==> config.mk <==
export PLATFORM = sky130hd
export DESIGN_NAME = lookup_send
export DESIGN_NICKNAME = d
export VERILOG_FILES = /design/src/rtl/lookup_send.sv
export SDC_FILE = /design/constraint.sdc
export NUM_CORES = 1
export LEC_CHECK = 0
export CAP_MARGIN = 20
export CORE_MARGIN = 5
export CORE_UTILIZATION = 45
export DETAILED_ROUTE_END_ITERATION = 6
export PLACE_DENSITY_LB_ADDON = 0.2
export SYNTH_ARGS = -nofsm -noshare
export SYNTH_HDL_FRONTEND = slang
export SYNTH_SLANG_ARGS = --single-unit
==> constraint.sdc <==
create_clock -name clk -period 4.95 [get_ports clk]
set_input_delay 0.99 -clock clk [delete_from_list [all_inputs] [get_ports clk]]
set_output_delay 0.99 -clock clk [all_outputs]
set_load 0.01 [all_outputs]
==> src/rtl/lookup_send.sv <==
// lookup_send: walks the Huffman code-table register file and serializes every
// valid entry to the UART transmitter as three bytes
//   char, {path[3:0], length}, path[11:4]
// followed by the terminator 8'h00, 8'h0F, 8'h00 (length 15 marks end of table).
//
// Optional build macro: LOOKUP_SEND_CHECKSUM_EN
//   When defined, a running XOR of every loaded byte (terminator included) is
//   sent as one extra byte after the terminator, before table_done pulses.
//
// Handshake: tx_load is raised in the same cycle that tx_ready is seen high in
// a SEND/TERM/CSUM state, so the UART latches tx_data on that edge. The cycle
// after every load ignores tx_ready, covering the UART's registered ready drop.
// For the last byte of the stream, DONE is that cycle, so table_done appears
// exactly one cycle after the final tx_load.
module lookup_send #(
  parameter int NUM_ENTRIES = 256,
  parameter int ADDR_W      = 8
) (
  input  logic              clk,
  input  logic              n_rst,
  input  logic              start,
  output logic              rd_en,
  output logic [ADDR_W-1:0] rd_addr,
  input  logic [7:0]        rd_char,
  input  logic [3:0]        rd_length,
  input  logic [11:0]       rd_path,
  input  logic              tx_ready,
  output logic              tx_load,
  output logic [7:0]        tx_data,
  output logic              busy,
  output logic              table_done
);

  localparam logic [ADDR_W-1:0] LAST_ADDR = ADDR_W'(NUM_ENTRIES - 1);

  localparam logic [7:0] TERM_BYTE0 = 8'h00;
  localparam logic [7:0] TERM_BYTE1 = 8'h0F;
  localparam logic [7:0] TERM_BYTE2 = 8'h00;

  typedef enum logic [4:0] {
    S_IDLE  = 5'd0,
    S_FETCH = 5'd1,
    S_LATCH = 5'd2,
    S_SEND0 = 5'd3,
    S_GAP0  = 5'd4,
    S_SEND1 = 5'd5,
    S_GAP1  = 5'd6,
    S_SEND2 = 5'd7,
    S_GAP2  = 5'd8,
    S_NEXT  = 5'd9,
    S_TERM0 = 5'd10,
    S_TGAP0 = 5'd11,
    S_TERM1 = 5'd12,
    S_TGAP1 = 5'd13,
    S_TERM2 = 5'd14,
`ifdef LOOKUP_SEND_CHECKSUM_EN
    S_TGAP2 = 5'd15,
    S_CSUM  = 5'd16,
`endif
    S_DONE  = 5'd17
  } state_t;

  // Only the low rd_length bits of a path carry code bits; upper bits are
  // forced to zero so the far end always sees a deterministic byte.
  function automatic logic [11:0] path_mask(input logic [3:0] len);
    path_mask = (12'h001 << len) - 12'h001;
  endfunction

  state_t             state_q, state_d;
  logic [ADDR_W-1:0]  addr_q, addr_d;
  logic [7:0]         char_q;
  logic [3:0]         len_q;
  logic [11:0]        path_q;
  logic [7:0]         tx_data_q;
  logic               rd_en_q;
  logic               busy_q;
  logic               table_done_q;
  logic               load_s;
  logic [7:0]         byte_s;
`ifdef LOOKUP_SEND_CHECKSUM_EN
  logic [7:0]         csum_q;
`endif

  // Next-state, address and byte-select decode.
  always_comb begin
    state_d = state_q;
    addr_d  = addr_q;
    load_s  = 1'b0;
    byte_s  = tx_data_q;
    case (state_q)
      S_IDLE: begin
        if (start) begin
          addr_d  = {ADDR_W{1'b0}};
          state_d = S_FETCH;
        end else begin
          state_d = S_IDLE;
        end
      end
      S_FETCH: state_d = S_LATCH;
      S_LATCH: begin
        if (rd_length == 4'd0) begin
          state_d = S_NEXT;
        end else begin
          state_d = S_SEND0;
        end
      end
      S_SEND0: begin
        byte_s = char_q;
        if (tx_ready) begin
          load_s  = 1'b1;
          state_d = S_GAP0;
        end else begin
          state_d = S_SEND0;
        end
      end
      S_GAP0: state_d = S_SEND1;
      S_SEND1: begin
        byte_s = {path_q[3:0], len_q};
        if (tx_ready) begin
          load_s  = 1'b1;
          state_d = S_GAP1;
        end else begin
          state_d = S_SEND1;
        end
      end
      S_GAP1: state_d = S_SEND2;
      S_SEND2: begin
        byte_s = path_q[11:4];
        if (tx_ready) begin
          load_s  = 1'b1;
          state_d = S_GAP2;
        end else begin
          state_d = S_SEND2;
        end
      end
      S_GAP2: state_d = S_NEXT;
      S_NEXT: begin
        if (addr_q == LAST_ADDR) begin
          state_d = S_TERM0;
        end else begin
          addr_d  = addr_q + {{(ADDR_W-1){1'b0}}, 1'b1};
          state_d = S_FETCH;
        end
      end
      S_TERM0: begin
        byte_s = TERM_BYTE0;
        if (tx_ready) begin
          load_s  = 1'b1;
          state_d = S_TGAP0;
        end else begin
          state_d = S_TERM0;
        end
      end
      S_TGAP0: state_d = S_TERM1;
      S_TERM1: begin
        byte_s = TERM_BYTE1;
        if (tx_ready) begin
          load_s  = 1'b1;
          state_d = S_TGAP1;
        end else begin
          state_d = S_TERM1;
        end
      end
      S_TGAP1: state_d = S_TERM2;
      S_TERM2: begin
        byte_s = TERM_BYTE2;
        if (tx_ready) begin
          load_s  = 1'b1;
`ifdef LOOKUP_SEND_CHECKSUM_EN
          state_d = S_TGAP2;
`else
          state_d = S_DONE;
`endif
        end else begin
          state_d = S_TERM2;
        end
      end
`ifdef LOOKUP_SEND_CHECKSUM_EN
      S_TGAP2: state_d = S_CSUM;
      S_CSUM: begin
        byte_s = csum_q;
        if (tx_ready) begin
          load_s  = 1'b1;
          state_d = S_DONE;
        end else begin
          state_d = S_CSUM;
        end
      end
`endif
      S_DONE:  state_d = S_IDLE;
      default: state_d = S_IDLE;
    endcase
  end

  // State and address registers.
  always_ff @(posedge clk or negedge n_rst) begin
    if (!n_rst) begin
      state_q <= S_IDLE;
      addr_q  <= {ADDR_W{1'b0}};
    end else begin
      state_q <= state_d;
      addr_q  <= addr_d;
    end
  end

  // Capture the addressed slot; the table answers one cycle after rd_en.
  always_ff @(posedge clk or negedge n_rst) begin
    if (!n_rst) begin
      char_q <= 8'h00;
      len_q  <= 4'h0;
      path_q <= 12'h000;
    end else if (state_q == S_LATCH) begin
      char_q <= rd_char;
      len_q  <= rd_length;
      path_q <= rd_path & path_mask(rd_length);
    end else begin
      char_q <= char_q;
      len_q  <= len_q;
      path_q <= path_q;
    end
  end

  // Hold the last loaded byte so tx_data is stable between loads.
  always_ff @(posedge clk or negedge n_rst) begin
    if (!n_rst) begin
      tx_data_q <= 8'h00;
    end else if (load_s) begin
      tx_data_q <= byte_s;
    end else begin
      tx_data_q <= tx_data_q;
    end
  end

`ifdef LOOKUP_SEND_CHECKSUM_EN
  // Running XOR of every streamed byte; cleared when a send starts and not
  // folded with itself when the checksum byte goes out.
  always_ff @(posedge clk or negedge n_rst) begin
    if (!n_rst) begin
      csum_q <= 8'h00;
    end else if ((state_q == S_IDLE) && start) begin
      csum_q <= 8'h00;
    end else if (load_s && (state_q != S_CSUM)) begin
      csum_q <= csum_q ^ byte_s;
    end else begin
      csum_q <= csum_q;
    end
  end
`endif

  // Status outputs registered from the next state so they align with it.
  always_ff @(posedge clk or negedge n_rst) begin
    if (!n_rst) begin
      rd_en_q      <= 1'b0;
      busy_q       <= 1'b0;
      table_done_q <= 1'b0;
    end else begin
      rd_en_q      <= (state_d == S_FETCH);
      busy_q       <= (state_d != S_IDLE);
      table_done_q <= (state_d == S_DONE);
    end
  end

  assign rd_en      = rd_en_q;
  assign rd_addr    = addr_q;
  assign busy       = busy_q;
  assign table_done = table_done_q;
  assign tx_load    = load_s;
  assign tx_data    = load_s ? byte_s : tx_data_q;

endmodule

**Word-level counts from Yosys, hierarchy flattened**

Index checks and enable logic that the tools add are counted.

- $add $sub $neg: 2
- Equal/unequal tests: 19
- Shift operators: 1
- Multiplexer cells: 17
- Bitwise logic cells: 1
- Reduce and logical (&&, ||, !) cells: 7

Operator list:

| cell | count |
|---|---|
| 5-bit case mux with 15 select lines | 1 |
| 8-bit case mux with 5 select lines | 1 |
| 5-bit by 4-bit equality test with 1-bit output (second input constant) | 7 |
| 8-bit two-way mux | 3 |
| 5-bit by 3-bit equality test with 1-bit output (second input constant) | 4 |
| 8-bit case mux with 2 select lines | 1 |
| 12-bit bitwise AND | 1 |
| 4-bit two-way mux | 3 |
| 1-bit by 4-bit << shifter with 12-bit output (first input constant) | 1 |
| 12-bit by 1-bit subtractor with 12-bit output (second input constant) | 1 |
| 5-bit by 1-bit equality test with 1-bit output (second input constant) | 2 |
| 5-bit by 2-bit equality test with 1-bit output (second input constant) | 2 |
| 8-bit by 1-bit adder with 8-bit output (second input constant) | 1 |
| 8-bit equality test (second input constant) | 1 |
| 6-bit OR reduction | 1 |
| 5-bit equality test (second input constant) | 1 |
| 5-bit logical NOT | 1 |
| 1-bit two-way mux | 5 |
| 5-bit two-way mux | 1 |
| 5-bit nonzero test | 1 |
| 4-bit logical NOT | 1 |
| 2-bit inequality test (second input constant) | 2 |
| 3-bit two-way mux | 1 |
| 3-bit AND reduction | 1 |
| 3 further kinds | 3 |

- Register bits: 48
- Bits of input ports: 28
- Output and inout bits: 20
- Logic and storage cells: 56

**Logic depth before layout (Yosys ltp)**

Gate-level depths: netlist of the first run.

- Depth after elaboration: 4
- Mapped depth: 10
- Gate-level depth less buffers: 8

**Least setup slack after synthesis of the first run**

OpenSTA, ideal clock, no wires.

- Path type: input to output
- From: input port tx_ready
- To: output port tx_data[4]
- Arrival: 1988 ps
- Setup slack: 1972 ps
- Cell stages on the path: 4
- Path buffers: 2
- Path through: clkbuf_1 nand2_1 clkbuf_1 o21ai_0

- Cells in the longest elaborated chain, start to end: 3

Ends and longest elaborated chain:

| item | RTL line | text |
|---|---|---|
| start, declared | 27 | `input logic tx_ready,` |
| 1-bit two-way mux (2 in series) | n/a |  |
| 8-bit two-way mux | n/a |  |
| end, declared | 29 | `output logic [7:0] tx_data,` |

No other way between the ends.

**Final worst setup path of the first run**

- From: input port tx_ready
- To: output port tx_data[2]

The elaborated chain is that of the path after synthesis.

==> reports/metrics.csv, run 1 <==
stage,metric,value,unit
run_status,run status,"finished, final reports clean",
critical_path,Register-to-Register Setup Slack,1960,ps
synthesis,sequential cell area fraction in the yosys report,48.0,%
timing,total count of hold-check failures in the final report,0,
hold_path,hold path endpoint,tx_data_q[0]$_DFF_PN0_,
placed_design,Placed Cells,362,
timing,Finish-stage setup viols,0,
grt,via count of the first global-routing pass,1968,
route,number of DRC violations after detailed routing,0,
final_layout,Layout Area Growth over Synthesis,23.2,%
grt,first-pass GRT wire length,9.74,mm
pwr,maximum ir drop on the vdd rail,0.376,mV
clock_network,H-tree depth,2,
synthesis,Syn Inst Count,260,
timing,fmax,251,MHz
hold_path,hold-critical path depth,1,
timing,slew at the pin closest to its max-slew limit,1060,ps
timing,setup repair after global routing missed its margin,false,
route,remaining number of nets flagged by the antenna check after routing,0,
timing,period utilisation layout,80.5,%
clock_network,buffer cell driving the clock tree root,sky130_fd_sc_hd__clkbuf_8,
critical_path,capture point of the worst reg-to-reg path,rd_addr[6]$_DFFE_PN0P_,
floorplanning,overall die area,0.00715,mm2
grt,maximum number of pins on one net before global-route repair,49,
timing,Max Clock Skew,8.84,ps
synthesis,Synth Register Bits,48,
synthesis,dominant synthesized flop cell,sky130_fd_sc_hd__dfrtp_1,
timing,final max-slew violation count,0,
synthesis,share of Yosys cell area claimed by the top area cell type,48.0,%
critical_path,highest cell delay on the worst timing path,660,ps
clock_network,CTS tree,yes,
final_layout,diode insertion count for antenna repair,0,
critical_path,ordered cell list for the critical path,clkdlybuf4s50_1 -> nand2_1 -> a31oi_1 -> a21o_1 -> clkdlybuf4s50_1,
grt,total grt overflow,0,
floorplanning,Die X-Extent,84.5,um
timing,Slew headroom,28.9,%
clock_network,clock-pin slew reported for the worst setup and hold paths after clock tree synthesis,90,ps
floorplanning,row count,27,
route,drt first-iter violations,168,
run,number of maximum-capacitance constraint violations,0,
floorplanning,Die H,84.5,um
route,total via count in the routed design,2018,
critical_path,FF-to-FF Start,state_q[0]$_DFF_PN0_,
synthesis,Post-synth ARST share,100,%
timing,sum of negative setup slack,0,ps
placed_design,HPWL Detailed,4.03,mm
synthesis,Synth top cells by count,"sky130_fd_sc_hd__nand2_1, sky130_fd_sc_hd__dfrtp_1, sky130_fd_sc_hd__o21ai_0, sky130_fd_sc_hd__clkbuf_1, sky130_fd_sc_hd__nor2_1",
pwr,power density relative to cell area,539,mW/mm2
clock_network,Clock Latency Late Sink,300,ps
timing,shortest clock period the worst path allows after layout,3980,ps
critical_path,largest driver fanout on the critical path,17,
clock_network,post-cts gate resize count,0,
synthesis,total of warnings raised by yosys,0,
floorplanning,Initial Util,46.0,%
grt,number of antenna violations at the first check in global routing,0,
final_layout,Total Nets Final,327,
synthesis,most used standard cell by instance count after synthesis,sky130_fd_sc_hd__nand2_1,
clock_network,number of clock sinks,48,
route,final WL,5.73,mm
synthesis,dominant cells by area after synthesis,"sky130_fd_sc_hd__dfrtp_1, sky130_fd_sc_hd__nand2_1, sky130_fd_sc_hd__o21ai_0",
grt,Global Route Usage Sum,16.6,%
route,Initial DRT Pass Iterations,7,
final_layout,Layout Cells excl Fill,370,
clock_network,Post-CTS Hold Buffers,0,
final_layout,proportion of layout cells with a drive suffix above 1,10.4,%
clock_network,Max Buffers Root-to-Sink,2,
synthesis,cell type contributing the most total cell area after synthesis,sky130_fd_sc_hd__dfrtp_1,
critical_path,type of element capturing the critical path,primary output,
critical_path,cell with the most instances on the worst path,sky130_fd_sc_hd__clkdlybuf4s50_1,
route,drt wl/cell,15.5,um
clock_network,number of post-CTS setup repair buffers,0,
critical_path,WP data arrival,2990,ps
pwr,leakage,0.00138,uW
floorplanning,Placeable Area,0.00544,mm2
synthesis,summed instance area of the synthesized netlist,0.00250,mm2
floorplanning,top-level I/O count,48,
synthesis,Mapped Nets,290,
critical_path,required time of the worst setup path,3960,ps
synthesis,Avg Synthesized Cell Area,9.61,um2
clock_network,clock buffers created by TritonCTS,5,
hold_path,source of the worst hold timing path,tx_data_q[0]$_DFF_PN0_,
critical_path,number of cells traversed by the worst register-to-register path,6,
placed_design,Port Buffers,47,
placed_design,placer congestion estimate,0.806,
hold_path,Min-Delay Path Class,reg -> reg,
critical_path,startpoint class of the critical path,primary input,
synthesis,number of enable-type register cells in the synthesized netlist,0,
critical_path,critical setup path kind,in -> out,
synthesis,number of different library cells in the post-synthesis netlist,61,
critical_path,slowest cell on the critical path,sky130_fd_sc_hd__clkdlybuf4s50_1,
route,via-per-instance ratio,5.45,
==> stage by stage <==
stage | worst slack [ps] | instance area [um2] | hold slack, ps | power, uW | utilization (%)
2_1_floorplan | 1970 | 2500 | 439 | 1150 | -
3_3_place_gp | 1060 | 2970 | 456 | 1360 | 54.6
3_5_place_dp | 966 | 2970 | 464 | 1380 | 54.6
4_1_cts | 967 | 3080 | 485 | 1670 | 56.6
5_1_grt | 813 | 3080 | 504 | 1780 | 56.6
6_report | 967 | 3080 | 479 | 1660 | 56.6
==> cell usage in the layout (no fill, tap or decap), types with 3 or more instances in the layout <==
master / Yosys / final
sky130_fd_sc_hd__a21o_1: 5 / 5
sky130_fd_sc_hd__a21oi_1: 4 / 4
sky130_fd_sc_hd__a222oi_1: 5 / 5
sky130_fd_sc_hd__a22oi_1: 5 / 5
sky130_fd_sc_hd__a311oi_1: 3 / 3
sky130_fd_sc_hd__a31oi_1: 5 / 5
sky130_fd_sc_hd__and3_1: 6 / 6
sky130_fd_sc_hd__clkbuf_8: 0 / 5
sky130_fd_sc_hd__clkdlybuf4s50_1: 0 / 46
sky130_fd_sc_hd__dfrtp_1: 48 / 48
sky130_fd_sc_hd__inv_1: 5 / 5
sky130_fd_sc_hd__mux2_2: 5 / 5
sky130_fd_sc_hd__nand2_1: 58 / 58
sky130_fd_sc_hd__nand2b_1: 4 / 4
sky130_fd_sc_hd__nand3_1: 6 / 6
sky130_fd_sc_hd__nor2_1: 11 / 11
sky130_fd_sc_hd__nor3_1: 3 / 3
sky130_fd_sc_hd__o21ai_0: 18 / 18
sky130_fd_sc_hd__xor2_1: 3 / 3
==> kinds of logic after synthesis <==
family                     after synthesis  share of synthesized area (%)
adders and majority gates                2                           1.00
AOI/OAI and AO/OA                       61                           17.4
and+or+nand+nor                        115                           24.4
buffers and inverters                   23                           4.50
DFF                                     48                           48.0
muxes                                    7                           3.25
xor gates and xnor gates                 4                           1.40
==> worst max-delay path: cells and delay by family <==
family | cells | cell delay, ps
buf+inv | 2 | 1190
compound gates | 2 | 420
simple gates | 1 | 380
==> area by class of cell <==
cell class,instances,area [um2]
fillers,498,2360
flip-flops and latches,48,1200
multi-input cells,189,1190
repair buffers,48,473
well taps,72,90.1
clock buffers,5,68.8
clock inverters,3,42.5
inverters,5,18.8
==> report_power, final <==
part	internal, uW	leakage [uW]	switching, uW
logic	333	0.000713	357
registers	544	0.000618	144
clock network	150	0.0000541	133
total	1030	0.00138	634
==> worst max-delay path by stage <==
stage / startpoint / to / slack [ps] / depth (start not counted)
after global routing: tx_ready / tx_data[4] / 810 / 4
after global placement: tx_ready / tx_data[0] / 1060 / 5
after floorplan: tx_ready / tx_data[4] / 1970 / 4
final: tx_ready / tx_data[2] / 970 / 5
after detailed placement: tx_ready / tx_data[2] / 970 / 5
after CTS: tx_ready / tx_data[2] / 970 / 5
==> per-layer routing <==
layer	vias up	global-route usage [%]	wire length, um
met4	0	3.17	47
li1	995	-	-
met1	965	25.3	2920
met5	-	0	0
met3	4	3.93	279
met2	54	24.3	2480
==> sequential cells by signal, indices dropped and copies added (netlist names) <==
register	flops
len_q	4
path_q	12
state_q	5
char_q	8
busy	1
rd_en	1
table_done	1
tx_data_q	8
rd_addr	8
Note: power is estimated with default switching activity, not from simulation.
==> run 2, diff against run 1 <==
==> constraint.sdc (replaced) <==
create_clock -name clk -period 3.8 [get_ports clk]
set_input_delay 0.76 -clock clk [delete_from_list [all_inputs] [get_ports clk]]
set_output_delay 0.76 -clock clk [all_outputs]
set_load 0.01 [all_outputs]
==> run 2 against run 1 <==
Against the previous run: worst setup slack lost 470 ps; final cell count increased by 1.1%; first-iteration DRC count increased by 13%; sequential share of layout area is 0.72 points lower; clock power increased by 43%.
==> reports/metrics.csv, run 2 (synthesis gave the netlist of run 1 again) <==
stage,metric,value,unit,change
run_status,run status,"finished, final reports clean",,
grt,number of antenna violations at the first check in global routing,0,,unchanged
pwr,power density relative to cell area,698,mW/mm2,+29%
grt,Global Route Usage Sum,16.0,%,-0.65 points
clock_network,post-cts gate resize count,0,,unchanged
route,via-per-instance ratio,5.27,,-3.4%
final_layout,Layout Cells excl Fill,374,,+1.1%
critical_path,required time of the worst setup path,3040,ps,-920 ps
timing,setup repair after global routing missed its margin,false,,
clock_network,number of post-CTS setup repair buffers,0,,unchanged
critical_path,largest driver fanout on the critical path,12,,-5
final_layout,diode insertion count for antenna repair,0,,unchanged
final_layout,Total Nets Final,331,,+1.2%
route,number of DRC violations after detailed routing,0,,unchanged
placed_design,placer congestion estimate,0.844,,+4.7%
clock_network,clock buffers created by TritonCTS,5,,unchanged
timing,Slew headroom,64.5,%,+36 points
route,total via count in the routed design,1971,,-2.3%
placed_design,Placed Cells,365,,+0.83%
grt,first-pass GRT wire length,9.25,mm,-5.0%
floorplanning,top-level I/O count,48,,unchanged
hold_path,Min-Delay Path Class,in -> async,,
grt,maximum number of pins on one net before global-route repair,49,,unchanged
clock_network,Clock Latency Late Sink,300,ps,about the same
final_layout,Layout Area Growth over Synthesis,25.5,%,
floorplanning,overall die area,0.00715,mm2,unchanged
timing,sum of negative setup slack,0,ps,unchanged
placed_design,worst slack after detailed placement,495,ps,-471 ps
placed_design,HPWL Detailed,3.91,mm,-3.0%
final_layout,largest register by flop count,path_q,,
critical_path,type of element capturing the critical path,primary output,,
final_layout,flip-flop count of the largest register after layout,12,,unchanged
timing,period utilisation layout,87.0,%,
timing,Finish-stage setup viols,0,,unchanged
clock_network,clock-pin slew reported for the worst setup and hold paths after clock tree synthesis,90,ps,about the same
floorplanning,Placeable Area,0.00544,mm2,unchanged
timing,slew at the pin closest to its max-slew limit,531,ps,-533 ps
floorplanning,row count,27,,unchanged
final_layout,"commonest cells after routing, fill and taps aside","sky130_fd_sc_hd__nand2_1, sky130_fd_sc_hd__dfrtp_1, sky130_fd_sc_hd__clkdlybuf4s50_1",,
floorplanning,Initial Util,46.0,%,unchanged
grt,total grt overflow,0,,unchanged
critical_path,critical setup path kind,reg -> out,,
timing,total count of hold-check failures in the final report,0,,unchanged
critical_path,startpoint class of the critical path,flop,,
grt,via count of the first global-routing pass,1905,,-3.2%
clock_network,Max Buffers Root-to-Sink,2,,unchanged
clock_network,CTS tree,yes,,
run,number of maximum-capacitance constraint violations,0,,unchanged
pwr,leakage,0.00142,uW,+2.5%
route,drt first-iter violations,190,,+13%
route,drt wl/cell,14.7,um,-5.4%
route,remaining number of nets flagged by the antenna check after routing,0,,unchanged
final_layout,proportion of layout cells with a drive suffix above 1,11.6,%,+1.2 points
timing,Worst Slack Setup Final,493,ps,-474 ps
timing,shortest clock period the worst path allows after layout,3310,ps,
route,Initial DRT Pass Iterations,5,,-2
final_layout,most common library cell in the layout ignoring fill and taps,sky130_fd_sc_hd__nand2_1,,
floorplanning,Die X-Extent,84.5,um,unchanged
timing,final max-slew violation count,0,,unchanged
clock_network,Post-CTS Hold Buffers,0,,unchanged
timing,fmax,302,MHz,
floorplanning,Die H,84.5,um,unchanged
placed_design,Port Buffers,47,,unchanged
timing,Max Clock Skew,6.69,ps,-2.15 ps
pwr,maximum ir drop on the vdd rail,0.360,mV,-4.3%
clock_network,buffer cell driving the clock tree root,sky130_fd_sc_hd__clkbuf_8,,
clock_network,number of clock sinks,48,,unchanged
route,final WL,5.48,mm,-4.4%
clock_network,H-tree depth,2,,unchanged
critical_path,WP data arrival,2550,ps,-440 ps
## run 2: changes by cell type in the layout (fill, tap and decap cells not counted), sizes merged
cell,before,now
buf,2,6
clkbuf,5,7
clkinv,1,0
clkinvlp,1,0
## run 2: final timing paths
check	start	cells after the start	endpoint	slack [ps]
max in group asynchronous	n_rst	2	char_q[4]$_DFFE_PN0P_	3050
min in group clk	path_q[7]$_DFFE_PN0P_	2	path_q[7]$_DFFE_PN0P_	480
worst max-delay path	state_q[3]$_DFF_PN0_	6	tx_data[0]	490
worst max register to register	state_q[0]$_DFF_PN0_	6	rd_addr[6]$_DFFE_PN0P_	1390
worst min register to register	path_q[7]$_DFFE_PN0P_	2	path_q[7]$_DFFE_PN0P_	480
worst min-delay path	n_rst	1	rd_addr[5]$_DFFE_PN0P_	290
## run 2: metal layers
metal	routed length, um	GRT usage [%]	share of wire, %
met4	61	4.60	1.1
met3	294	4.51	5.4
met1	2800	24.1	51
met2	2330	22.3	42
met5	0	0	0
## run 2: worst max-delay path: stages (launching register included)
cell and delay [ps]:
sky130_fd_sc_hd__dfrtp_1 560, sky130_fd_sc_hd__nor3_2 300, sky130_fd_sc_hd__and3_1 370, sky130_fd_sc_hd__a22oi_1 130, sky130_fd_sc_hd__a31oi_1 220, sky130_fd_sc_hd__a21o_1 130, sky130_fd_sc_hd__clkdlybuf4s50_1 530
## run 2: power by group
part | switching [uW] | leakage [uW] | internal, uW
clock network | 170 | 0.0000645 | 232
logic | 453 | 0.000737 | 444
registers | 181 | 0.000618 | 709
## run 2: through the flow
step / hold WS [ps] / cell area, um2 / utilization [%] / total power (uW)
after detailed placement: 458 / 2990 / 55.0 / 1800
final: 287 / 3140 / 57.7 / 2190
after floorplan: 439 / 2500 / - / 1500
after global placement: 454 / 2990 / 55.0 / 1790
after CTS: 480 / 3120 / 57.3 / 2210
after global routing: 283 / 3140 / 57.7 / 2360
## run 2: area by class of cell
type / count / area (um2)
inverter: 5 / 18.8
clock inverter: 1 / 30.0
fill: 489 / 2300
timing repair buffer: 52 / 515
clock buffer: 7 / 96.3
tap: 72 / 90.1
multi-input combinational: 189 / 1190
sequential: 48 / 1200
==> run 3, diff against run 2 <==
--- a/config.mk
+++ b/config.mk
@@ -7,9 +7,10 @@
 export LEC_CHECK = 0
 export CAP_MARGIN = 20
 export CORE_MARGIN = 5
-export CORE_UTILIZATION = 45
+export CORE_UTILIZATION = 52
 export DETAILED_ROUTE_END_ITERATION = 6
 export PLACE_DENSITY_LB_ADDON = 0.2
+export SKIP_LAST_GASP = 1
 export SYNTH_ARGS = -nofsm -noshare
 export SYNTH_HDL_FRONTEND = slang
 export SYNTH_SLANG_ARGS = --single-unit
==> run 3 against run 2 <==
Against the previous run: clock power down 20%; via count up 3.9%; combinational power up 0.8%; hold slack better by 68 ps; first-iteration DRC count up 29%; critical endpoint unchanged; count of clock-buffer cells in the layout unchanged; routed wire length up 3.6%; sequential share of layout area up 0.56 points; largest cell class unchanged; flip-flop and latch count unchanged; clock skew up 4.5 ps; core utilization up 8.2 points.
==> reports/metrics.csv, run 3 (synthesis gave the netlist of run 1 again) <==
stage,metric,value,unit,change
run_status,run status,"finished, final reports clean",,
route,final WL,5.68,mm,+3.6%
final_layout,Layout Cells excl Fill,356,,-4.8%
timing,period utilisation layout,87.1,%,about the same
clock_network,Post-CTS Hold Buffers,0,,unchanged
timing,final max-slew violation count,0,,unchanged
placed_design,placer congestion estimate,0.868,,+2.9%
grt,maximum number of pins on one net before global-route repair,49,,unchanged
timing,fmax,302,MHz,about the same
floorplanning,row count,25,,-7.4%
route,remaining number of nets flagged by the antenna check after routing,0,,unchanged
clock_network,clock-pin slew reported for the worst setup and hold paths after clock tree synthesis,90,ps,about the same
route,number of DRC violations after detailed routing,0,,unchanged
clock_network,number of post-CTS setup repair buffers,0,,unchanged
clock_network,clock buffers created by TritonCTS,5,,unchanged
placed_design,Port Buffers,47,,unchanged
floorplanning,Die X-Extent,79.3,um,-6.2%
final_layout,flip-flop count of the largest register after layout,12,,unchanged
placed_design,Placed Cells,348,,-4.7%
timing,total count of hold-check failures in the final report,0,,unchanged
grt,first-pass GRT wire length,9.78,mm,+5.8%
clock_network,buffer cell driving the clock tree root,sky130_fd_sc_hd__clkbuf_8,,
run,number of maximum-capacitance constraint violations,0,,unchanged
final_layout,footprint of the flip-flops and latches,0.00120,mm2,unchanged
final_layout,proportion of layout cells with a drive suffix above 1,11.6,%,unchanged
grt,total grt overflow,0,,unchanged
grt,via count of the first global-routing pass,1976,,+3.7%
final_layout,Total Nets Final,332,,+0.30%
critical_path,number of cells traversed by the worst register-to-register path,6,,unchanged
route,total via count in the routed design,2047,,+3.9%
critical_path,type of element capturing the critical path,primary output,,
grt,number of antenna violations at the first check in global routing,0,,unchanged
final_layout,"commonest cells after routing, fill and taps aside","sky130_fd_sc_hd__nand2_1, sky130_fd_sc_hd__dfrtp_1, sky130_fd_sc_hd__clkdlybuf4s50_1",,
critical_path,capture point of the worst reg-to-reg path,rd_addr[6]$_DFFE_PN0P_,,
floorplanning,overall die area,0.00629,mm2,-12%
critical_path,critical setup path kind,reg -> out,,
timing,Hold Slack,355,ps,+67.7 ps
placed_design,HPWL Detailed,4.10,mm,+4.8%
timing,Slew headroom,66.3,%,+1.7 points
floorplanning,Placeable Area,0.00469,mm2,-14%
final_layout,area occupied by multi-input gates,0.00119,mm2,unchanged
critical_path,required time of the worst setup path,3040,ps,about the same
route,Initial DRT Pass Iterations,4,,-1
clock_network,number of clock sinks,48,,unchanged
clock_network,Clock Latency Late Sink,290,ps,about the same
timing,Max Clock Skew,11.2,ps,+4.52 ps
final_layout,Layout Area Growth over Synthesis,23.7,%,
grt,Global Route Usage Sum,19.5,%,+3.5 points
final_layout,number of fill cells in the layout,401,,-18%
timing,sum of negative setup slack,0,ps,unchanged
critical_path,WP data arrival,2550,ps,about the same
pwr,leakage,0.00141,uW,-0.66%
final_layout,largest register by flop count,path_q,,
timing,shortest clock period the worst path allows after layout,3310,ps,+1.22 ps
clock_network,post-cts gate resize count,0,,unchanged
final_layout,most common library cell in the layout ignoring fill and taps,sky130_fd_sc_hd__nand2_1,,
pwr,maximum ir drop on the vdd rail,0.394,mV,+9.3%
clock_network,H-tree depth,2,,unchanged
floorplanning,top-level I/O count,48,,unchanged
route,drt first-iter violations,246,,+29%
hold_path,Min-Delay Path Class,in -> async,,
floorplanning,Initial Util,53.3,%,+7.3 points
critical_path,startpoint class of the critical path,flop,,
floorplanning,Die H,79.3,um,-6.2%
timing,setup repair after global routing missed its margin,false,,
critical_path,FF-to-FF Start,state_q[0]$_DFF_PN0_,,
timing,Finish-stage setup viols,0,,unchanged
critical_path,Register-to-Register Setup Slack,1320,ps,-70 ps
final_layout,diode insertion count for antenna repair,0,,unchanged
critical_path,largest driver fanout on the critical path,14,,+2
placed_design,worst slack after detailed placement,533,ps,+38.0 ps
pwr,power density relative to cell area,687,mW/mm2,-1.5%
route,drt wl/cell,16.0,um,+8.8%
clock_network,CTS tree,yes,,
route,via-per-instance ratio,5.75,,+9.1%
timing,slew at the pin closest to its max-slew limit,505,ps,-25.8 ps
timing,Worst Slack Setup Final,492,ps,-1.22 ps
clock_network,Max Buffers Root-to-Sink,2,,unchanged
run 3: changes by cell type in the layout (fill, tap and decap cells not counted):
| cell | delta |
|---|---|
| sky130_fd_sc_hd__buf_4 | +1 |
| sky130_fd_sc_hd__bufinv_16 | -1 |
run 3: cell type report:
| type | instances | area share (%) |
|---|---|---|
| well taps | 54 | 2.18 |
| multi-input cells | 189 | 38.3 |
| inverters | 5 | 0.607 |
| repair buffers | 53 | 16.9 |
| flip-flops and latches | 48 | 38.8 |
| clock buffers | 7 | 3.11 |
run 3: worst max path at each step:
stage / startpoint / cells past startpoint / slack, ps / to
2_1_floorplan: rd_length[1] / 9 / 1120 / path_q[10]$_DFFE_PN0P_
3_3_place_gp: tx_ready / 5 / 610 / tx_data[2]
3_5_place_dp: tx_ready / 5 / 530 / tx_data[0]
4_1_cts: state_q[2]$_DFF_PN0_ / 6 / 500 / tx_data[0]
5_1_grt: state_q[2]$_DFF_PN0_ / 5 / 280 / tx_data[6]
6_report: state_q[2]$_DFF_PN0_ / 6 / 490 / tx_data[0]
run 3: per-stage QoR:
stage	instance area [um2]	total power [uW]	util, %
finish	3090	2130	65.9
global route	3090	2290	65.9
CTS	3070	2130	65.5
detailed placement	2980	1810	63.4
global placement	2980	1780	63.4
floorplan	2500	1500	-
run 3: worst max-delay path: stages, from the launching register on:
cell	delay (ps)
sky130_fd_sc_hd__dfrtp_1	540
sky130_fd_sc_hd__nor3_2	350
sky130_fd_sc_hd__and3_1	380
sky130_fd_sc_hd__a22oi_1	110
sky130_fd_sc_hd__a31oi_1	220
sky130_fd_sc_hd__a21o_1	120
sky130_fd_sc_hd__clkdlybuf4s50_1	530
run 3: where the power goes:
part           switching, uW  internal [uW]  total (uW)
sequential               192            709         901
clock                    159            162         322
combinational            458            445         903
total                    810           1320        2130
run 3: layer usage:
metal	wire [um]	GRT usage, %	share of wire (%)	vias to the layer above
met3	284	4.20	5.0	2
met2	2590	28.5	46	64
met1	2780	30.0	49	976
met4	20	3.61	0.35	0
li1	-	-	-	1005
met5	0	0	0	-
